File: config.mk
export PLATFORM = sky130hd
export DESIGN_NAME = dmem_arbiter
export DESIGN_NICKNAME = d
export VERILOG_FILES = /design/src/rtl/dmem_arbiter.sv
export SDC_FILE = /design/constraint.sdc
export NUM_CORES = 1
export LEC_CHECK = 0
export ABC_AREA = 1
export CORE_ASPECT_RATIO = 0.7
export CORE_MARGIN = 5
export CORE_UTILIZATION = 38
export CTS_CLUSTER_DIAMETER = 60
export CTS_CLUSTER_SIZE = 24
export DETAILED_ROUTE_END_ITERATION = 8
export PLACE_DENSITY = 0.84
export SLEW_MARGIN = 10
export SYNTH_ARGS = -nofsm -noshare
export SYNTH_HDL_FRONTEND = slang
export SYNTH_SLANG_ARGS = --single-unit
File: constraint.sdc
create_clock -name clk -period 5.6 [get_ports clk]
set_clock_uncertainty 0.1 [all_clocks]
set_input_delay 1.4 -clock clk [delete_from_list [all_inputs] [get_ports clk]]
set_output_delay 1.4 -clock clk [all_outputs]
set_load 0.005 [all_outputs]
File: src/rtl/dmem_arbiter.sv
// Shares the single data-memory port between requester A (load/store unit) and B (debug/DMA):
// grant, one issue cycle, then the synchronous read result with an rvalid pulse.
module dmem_arbiter #(
    parameter bit FIXED_PRIO = 1'b0
) (
    input  logic        clk,
    input  logic        rst,

    input  logic        req_a,
    input  logic [3:0]  we_a,
    input  logic [2:0]  ls_a,
    input  logic [31:0] addr_a,
    input  logic [31:0] wdata_a,
    output logic        gnt_a,
    output logic        rvalid_a,
    output logic [31:0] rdata_a,

    input  logic        req_b,
    input  logic [3:0]  we_b,
    input  logic [2:0]  ls_b,
    input  logic [31:0] addr_b,
    input  logic [31:0] wdata_b,
    output logic        gnt_b,
    output logic        rvalid_b,
    output logic [31:0] rdata_b,

    output logic        mem_rd,
    output logic [3:0]  mem_we,
    output logic [2:0]  mem_load_select,
    output logic [31:0] mem_addr,
    output logic [31:0] mem_wdata,
    input  logic [31:0] mem_rdata,

    output logic        busy
);

    typedef enum logic [1:0] {
        S_IDLE  = 2'd0,
        S_ISSUE = 2'd1,
        S_RESP  = 2'd2
    } state_e;

    typedef enum logic {
        PORT_A = 1'b0,
        PORT_B = 1'b1
    } port_e;

    state_e      state_q, state_d;
    port_e       owner_q, owner_d;
    port_e       last_q,  last_d;
    logic [3:0]  we_q,    we_d;
    logic [2:0]  ls_q,    ls_d;
    logic [31:0] addr_q,  addr_d;
    logic [31:0] wdata_q, wdata_d;

    logic arb_en;
    logic pick_a;
    logic pick_b;

    // The port is free in IDLE and RESP; granting in RESP gives back-to-back accesses.
    always_comb begin
        arb_en = (state_q != S_ISSUE) && !rst;
        pick_a = arb_en && req_a && (!req_b || FIXED_PRIO || (last_q == PORT_B));
        pick_b = arb_en && req_b && !pick_a;
    end

    // NOTE: every signal gets a default before the case, so no path can infer a latch.
    always_comb begin
        state_d = state_q;
        owner_d = owner_q;
        last_d  = last_q;
        we_d    = we_q;
        ls_d    = ls_q;
        addr_d  = addr_q;
        wdata_d = wdata_q;
        gnt_a   = pick_a;
        gnt_b   = pick_b;

        if (pick_a || pick_b) begin
            state_d = S_ISSUE;
            owner_d = pick_a ? PORT_A : PORT_B;
            last_d  = pick_a ? PORT_A : PORT_B;
            we_d    = pick_a ? we_a    : we_b;
            ls_d    = pick_a ? ls_a    : ls_b;
            addr_d  = pick_a ? addr_a  : addr_b;
            wdata_d = pick_a ? wdata_a : wdata_b;
        end else begin
            case (state_q)
                S_ISSUE: state_d = S_RESP;
                default: state_d = S_IDLE;
            endcase
        end
    end

    always_comb begin
        mem_rd          = 1'b0;
        mem_we          = 4'h0;
        mem_load_select = 3'd0;
        mem_addr        = 32'h0;
        mem_wdata       = 32'h0;
        rvalid_a        = 1'b0;
        rvalid_b        = 1'b0;
        rdata_a         = 32'h0;
        rdata_b         = 32'h0;

        case (state_q)
            S_ISSUE: begin
                // The memory only commits a write while rd is high.
                mem_rd          = 1'b1;
                mem_we          = we_q;
                mem_load_select = ls_q;
                mem_addr        = addr_q;
                mem_wdata       = wdata_q;
            end
            S_RESP: begin
                // Address and select stay put: the memory's output mux decodes them combinationally.
                mem_load_select = ls_q;
                mem_addr        = addr_q;
                if (owner_q == PORT_A) begin
                    rvalid_a = 1'b1;
                    rdata_a  = mem_rdata;
                end else begin
                    rvalid_b = 1'b1;
                    rdata_b  = mem_rdata;
                end
            end
            default: ;
        endcase

        busy = (state_q != S_IDLE);
    end

    // NOTE: state uses non-blocking assignments so every register samples pre-edge values.
    always_ff @(posedge clk or posedge rst) begin
        if (rst) begin
            state_q <= S_IDLE;
            owner_q <= PORT_A;
            last_q  <= PORT_B;
            we_q    <= 4'h0;
            ls_q    <= 3'd0;
            addr_q  <= 32'h0;
            wdata_q <= 32'h0;
        end else begin
            state_q <= state_d;
            owner_q <= owner_d;
            last_q  <= last_d;
            we_q    <= we_d;
            ls_q    <= ls_d;
            addr_q  <= addr_d;
            wdata_q <= wdata_d;
        end
    end

endmodule
Word-level counts from Yosys, hierarchy flattened
Index checks and enable logic that the tools add are counted.
- eq/ne operators: 3
- mux-type cells: 20
- reductions and logical operators: 12
- operators by type and width (cell ; number):
    $mux W32 ; 8
    $mux W4 ; 2
    $mux W1 ; 6
    $mux W3 ; 2
    $logic_and A1 B1 Y1 ; 5
    $mux W2 ; 2
    $logic_not A1 Y1 ; 3
    $eq A2 B1 Y1 const B ; 1
    $eq A2 B2 Y1 const B ; 1
    $logic_or A1 B1 Y1 ; 2
    $ne A2 B1 Y1 const B ; 1
    $reduce_bool A2 Y1 ; 1
    $reduce_or A2 Y1 ; 1
- register bits: 75
- input port bits: 178
- output and inout bits: 141
- word-level logic and storage cells: 42

Depth between registers and ports, before layout
- word-level depth: 8
- mapped depth: 9
- mapped depth without buffers: 7

Least setup slack after synthesis
Ideal clock, no wire load.
- path kind: in2out
- from: input port req_b
- to: output port gnt_b
- arrival: 2069 ps
- data required time: 4100 ps
- path slack: 2031 ps
- cell stages on the path: 6
- buffers on the path: 2
- cell sequence: buf_4 > nand2_4 > nand3_2 > buf_2 > inv_2 > nor2_1
- longest elaborated chain between the ends: 5
- elaborated cells between the ends (all ways): 6
- those cells by class: reduce/logical (6)
- RTL lines (item ; line ; text):
    start: declaration ; 18 ; input logic req_b,
    $logic_not A1 Y1 ; 63 ; pick_a = arb_en && req_a && (!req_b || FIXED_PRIO || (last_q == PORT_B));
    $logic_or A1 B1 Y1 ; 63 ;
    $logic_and A1 B1 Y1 ; 63 ;
    via gnt_a ; 14 ; output logic gnt_a,
    $logic_not A1 Y1 ; 64 ; pick_b = arb_en && req_b && !pick_a;
    $logic_and A1 B1 Y1 ; 64 ;
    end: declaration ; 23 ; output logic gnt_b,
The timed path passes the listed nets, and every way through them passes these cells.

Worst setup path after layout
- from: input port rst
- to: output port gnt_b
- longest elaborated chain between the ends: 6
- elaborated cells between the ends (all ways): 7
- those cells by class: reduce/logical (7)
- RTL lines (item ; line ; text):
    start: declaration ; 7 ; input logic rst,
    $logic_not A1 Y1 (no line) * ; -- ;
    $logic_and A1 B1 Y1 * ; 62 ; arb_en = (state_q != S_ISSUE) && !rst;
    $logic_and A1 B1 Y1 (2 in series) ; 63 ;
    $logic_not A1 Y1 ; 64 ;
    $logic_and A1 B1 Y1 * ; 64 ;
Mark *: on every way between the ends. The rest lies on a longest branch, timed or not.

==> run_results.csv <==
group,metric,value,unit
floorplanning,dieArea,0.01664,sq mm
cts,cts_root_buffer,"sky130_fd_sc_hd__clkbuf_16",
drt,drt_drc_violations_left,0,
drt,drt_pass1_iterations,5,
drt,route.detailed.vias_per_inst,4.929,
cts,hold_buffers,0,
timing,hold_violations,0,
synthesis,synth_top_area_share,34.51,%
cts,tritoncts.num_buffers,9,
critical_path,path_max_fanout,3,
power,p_per_area,253.6,mW/mm^2
place,placed_cells,1320,
critical_path,worst_ep_arrival_time,2.76,ns
layout,layout-drive-gt1-share,3.403,%
floorplanning,die_x,152.0,microns
floorplanning,initial_utilization,38.68,%
drt,drtIter0Drc,452,
worst_hold_path,worstHoldPathType,"reg2reg",
timing,timing.final.crit_share,76.00,%
cts,cts.htree.levels,3,
timing,worst_slew_margin_rel,23.37,%
global_route,first_global_vias,5879,
cts,cts.repair_timing.setup_buffer_count,0,
synthesis,avgSynthCellArea,6.119,sq um
place,io_buffers,318,
global_route,largest_net_degree_at_the_start_of_global_routing,79,
layout,syn_to_final_growth,64.21,%
cts,cts_tree,"yes",
place,placer_congestion_estimate,0.8775,
timing,rsz0062_at_grt,"no",
synthesis,synth.distinct_cells,19,
critical_path,worst-r2r-setup-slack,2.37,ns
timing,worst_hold_slack_across_all_endpoints,0.4054,ns
cts,source_to_sink_clock_delay_at_the_later_pin_of_the_worst_skew_pair,0.32,ns
floorplanning,cell_row_count,36,
synthesis,predominant_post_synthesis_flop_cell,"sky130_fd_sc_hd__dfrtp_1",
outcome,result_of_the_run,"finished clean",
timing,post-route-min-period,4.256,ns
floorplanning,num_io_pins,319,
critical_path,crit_end_category,"output port",
floorplanning,floorplan.die.height,109.4,microns
timing,max_freq,235.0,MHz
layout,finalNonFillerCells,1338,
drt,detailroute.via_count,6595,
power,vdd_ir_drop_max,0.1324,mV
layout,filler_cell_count,1271,
synthesis,sequential_to_total_area_share_from_yosys_stat,35.00,%
drt,wirelength,21380,microns
critical_path,criticalPathCategory,"in2out",
global_route,grt_first_pass_wirelength,32920,microns
synthesis,synth_warnings,0,
timing,maxSlewViolCount,0,
global_route,grt.total_usage,24.68,%
global_route,antenna_violations_before_repair,2,
synthesis,synth_cells,877,
timing,worst-slew-pin-transition,1.149,ns
critical_path,worst-endpoint-required,4.10,ns
drt,wl_per_cell,15.98,microns
power,p_leak,4.772,nW
global_route,grt_overflow,0,
synthesis,yosys-top-cells-area,"sky130_fd_sc_hd__dfrtp_1 (35%), sky130_fd_sc_hd__nand2_1 (18%), sky130_fd_sc_hd__nand3_1 (14%)",
timing,final.setup.tns,0,ns
synthesis,synthesis.area,0.005366,sq mm
synthesis,synth.largest_area_cell,"sky130_fd_sc_hd__dfrtp_1",
synthesis,postSynth.asyncResetShare,100.0,%
run,maxCapViolCount,0,
cts,max-clock-path-buffers,2,
timing,timing.final.setup_violations,0,
critical_path,worstSetupStartpointType,"input port",
place,place_hpwl,15580,microns
synthesis,synth_edf_count,0,
floorplanning,floorplan.core_area,0.01387,sq mm
drt,drtAntennaViolNets,0,
cts,cts.sinks,75,
synthesis,ys_ff_latch,75,
cts,cts.clk_slew.worst_paths,0.06,ns
synthesis,mappedNetlistNets,1058,
layout,layout.nets,1322,
cts,post_cts_gate_resize_count,0,
-- metal layers --
metal  vias to the layer above  part of all wire (%)  GRT usage (%)
met1                      3051                    42          31.71
li1                       3228                     -              -
met3                        27                   9.1          8.143
met5                         -                     0              0
met4                         0                   1.6          5.773
met2                       289                    47          40.84
-- stage by stage --
step / power (mW) / cell area, sq um / util [%] / setup WS, ns
after CTS: 2.255 / 8807 / 63.48 / 1.334
after detailed placement: 1.710 / 8526 / 61.45 / 1.338
after global placement: 1.689 / 8526 / 61.45 / 1.328
final: 2.235 / 8812 / 63.52 / 1.344
after global routing: 2.395 / 8812 / 63.52 / 1.250
after floorplan: 1.212 / 5366 / - / 2.031
-- synthesized netlist by cell type (2+ instances only) --
cell type and n:
sky130_fd_sc_hd__buf_1 7, sky130_fd_sc_hd__buf_2 26, sky130_fd_sc_hd__buf_4 6, sky130_fd_sc_hd__clkbuf_1 35, sky130_fd_sc_hd__dfrtp_1 74, sky130_fd_sc_hd__ha_1 3
sky130_fd_sc_hd__inv_1 168, sky130_fd_sc_hd__inv_2 6, sky130_fd_sc_hd__nand2_1 253, sky130_fd_sc_hd__nand3_1 154, sky130_fd_sc_hd__nand4_1 71, sky130_fd_sc_hd__nor2_1 66
sky130_fd_sc_hd__o21ai_1 2
-- state kept, by name (all words and copies together) (netlist names) --
register	count
addr_q	32
last_q	1
ls_q	3
owner_q	1
state_q	2
wdata_q	32
we_q	4
-- power by group --
group | switching, mW | leakage, nW | internal [mW]
registers | 0.0791 | 0.897 | 0.691
logic | 0.460 | 3.75 | 0.469
clock network | 0.224 | 0.124 | 0.313
total | 0.762 | 4.77 | 1.47
-- final timing paths --
check	startpoint	to	depth (start not counted)
worst max register to register	state_q[1]$_DFF_PP0_	addr_q[15]$_DFFE_PP0P_	9
min in group asynchronous	rst	ls_q[0]$_DFFE_PP0P_	3
worst min-delay path	addr_q[2]$_DFFE_PP0P_	addr_q[2]$_DFFE_PP0P_	2
worst max-delay path	rst	gnt_b	6
max in group asynchronous	rst	we_q[2]$_DFFE_PP0P_	3
worst min register to register	addr_q[2]$_DFFE_PP0P_	addr_q[2]$_DFFE_PP0P_	2
-- cell type report --
class	instances	area (sq um)	area share (%)
flip-flops and latches	75	1878	21.31
diodes	2	5.005	0.05679
inverters	175	658.1	7.468
repair buffers	327	3241	36.77
clock buffers	11	242.7	2.755
well taps	190	237.7	2.698
multi-input cells	553	2511	28.50
clock inverters	5	38.79	0.4402
-- worst max-delay path: stages --
cell and delay (ns):
sky130_fd_sc_hd__clkdlybuf4s50_1 0.55, sky130_fd_sc_hd__nor2_4 0.07, sky130_fd_sc_hd__nand3_4 0.12, sky130_fd_sc_hd__inv_2 0.04
sky130_fd_sc_hd__nor2_1 0.07, sky130_fd_sc_hd__clkdlybuf4s50_1 0.51
-- cell usage in the layout (no fill, tap or decap), types with 2 or more instances in the layout --
cell                              count
sky130_fd_sc_hd__nand3_1            154
sky130_fd_sc_hd__dfrtp_1             74
sky130_fd_sc_hd__ha_1                 2
sky130_fd_sc_hd__inv_1              168
sky130_fd_sc_hd__clkinvlp_4           4
sky130_fd_sc_hd__buf_2                2
sky130_fd_sc_hd__nand4_1             71
sky130_fd_sc_hd__clkdlybuf4s50_1    316
sky130_fd_sc_hd__o21ai_1              2
sky130_fd_sc_hd__inv_2                5
sky130_fd_sc_hd__clkbuf_16            9
sky130_fd_sc_hd__buf_4                9
sky130_fd_sc_hd__nand2_1            252
sky130_fd_sc_hd__diode_2              2
sky130_fd_sc_hd__nor2_1              66
-- cells by family after synthesis --
kind of cell | synth area share (%)
buf+inv | 18.44
compound gates | 0.1865
fa+ha+maj | 0.6995
simple gates | 45.68
flops | 35.00
No activity file was read; power rests on OpenSTA's default activity.
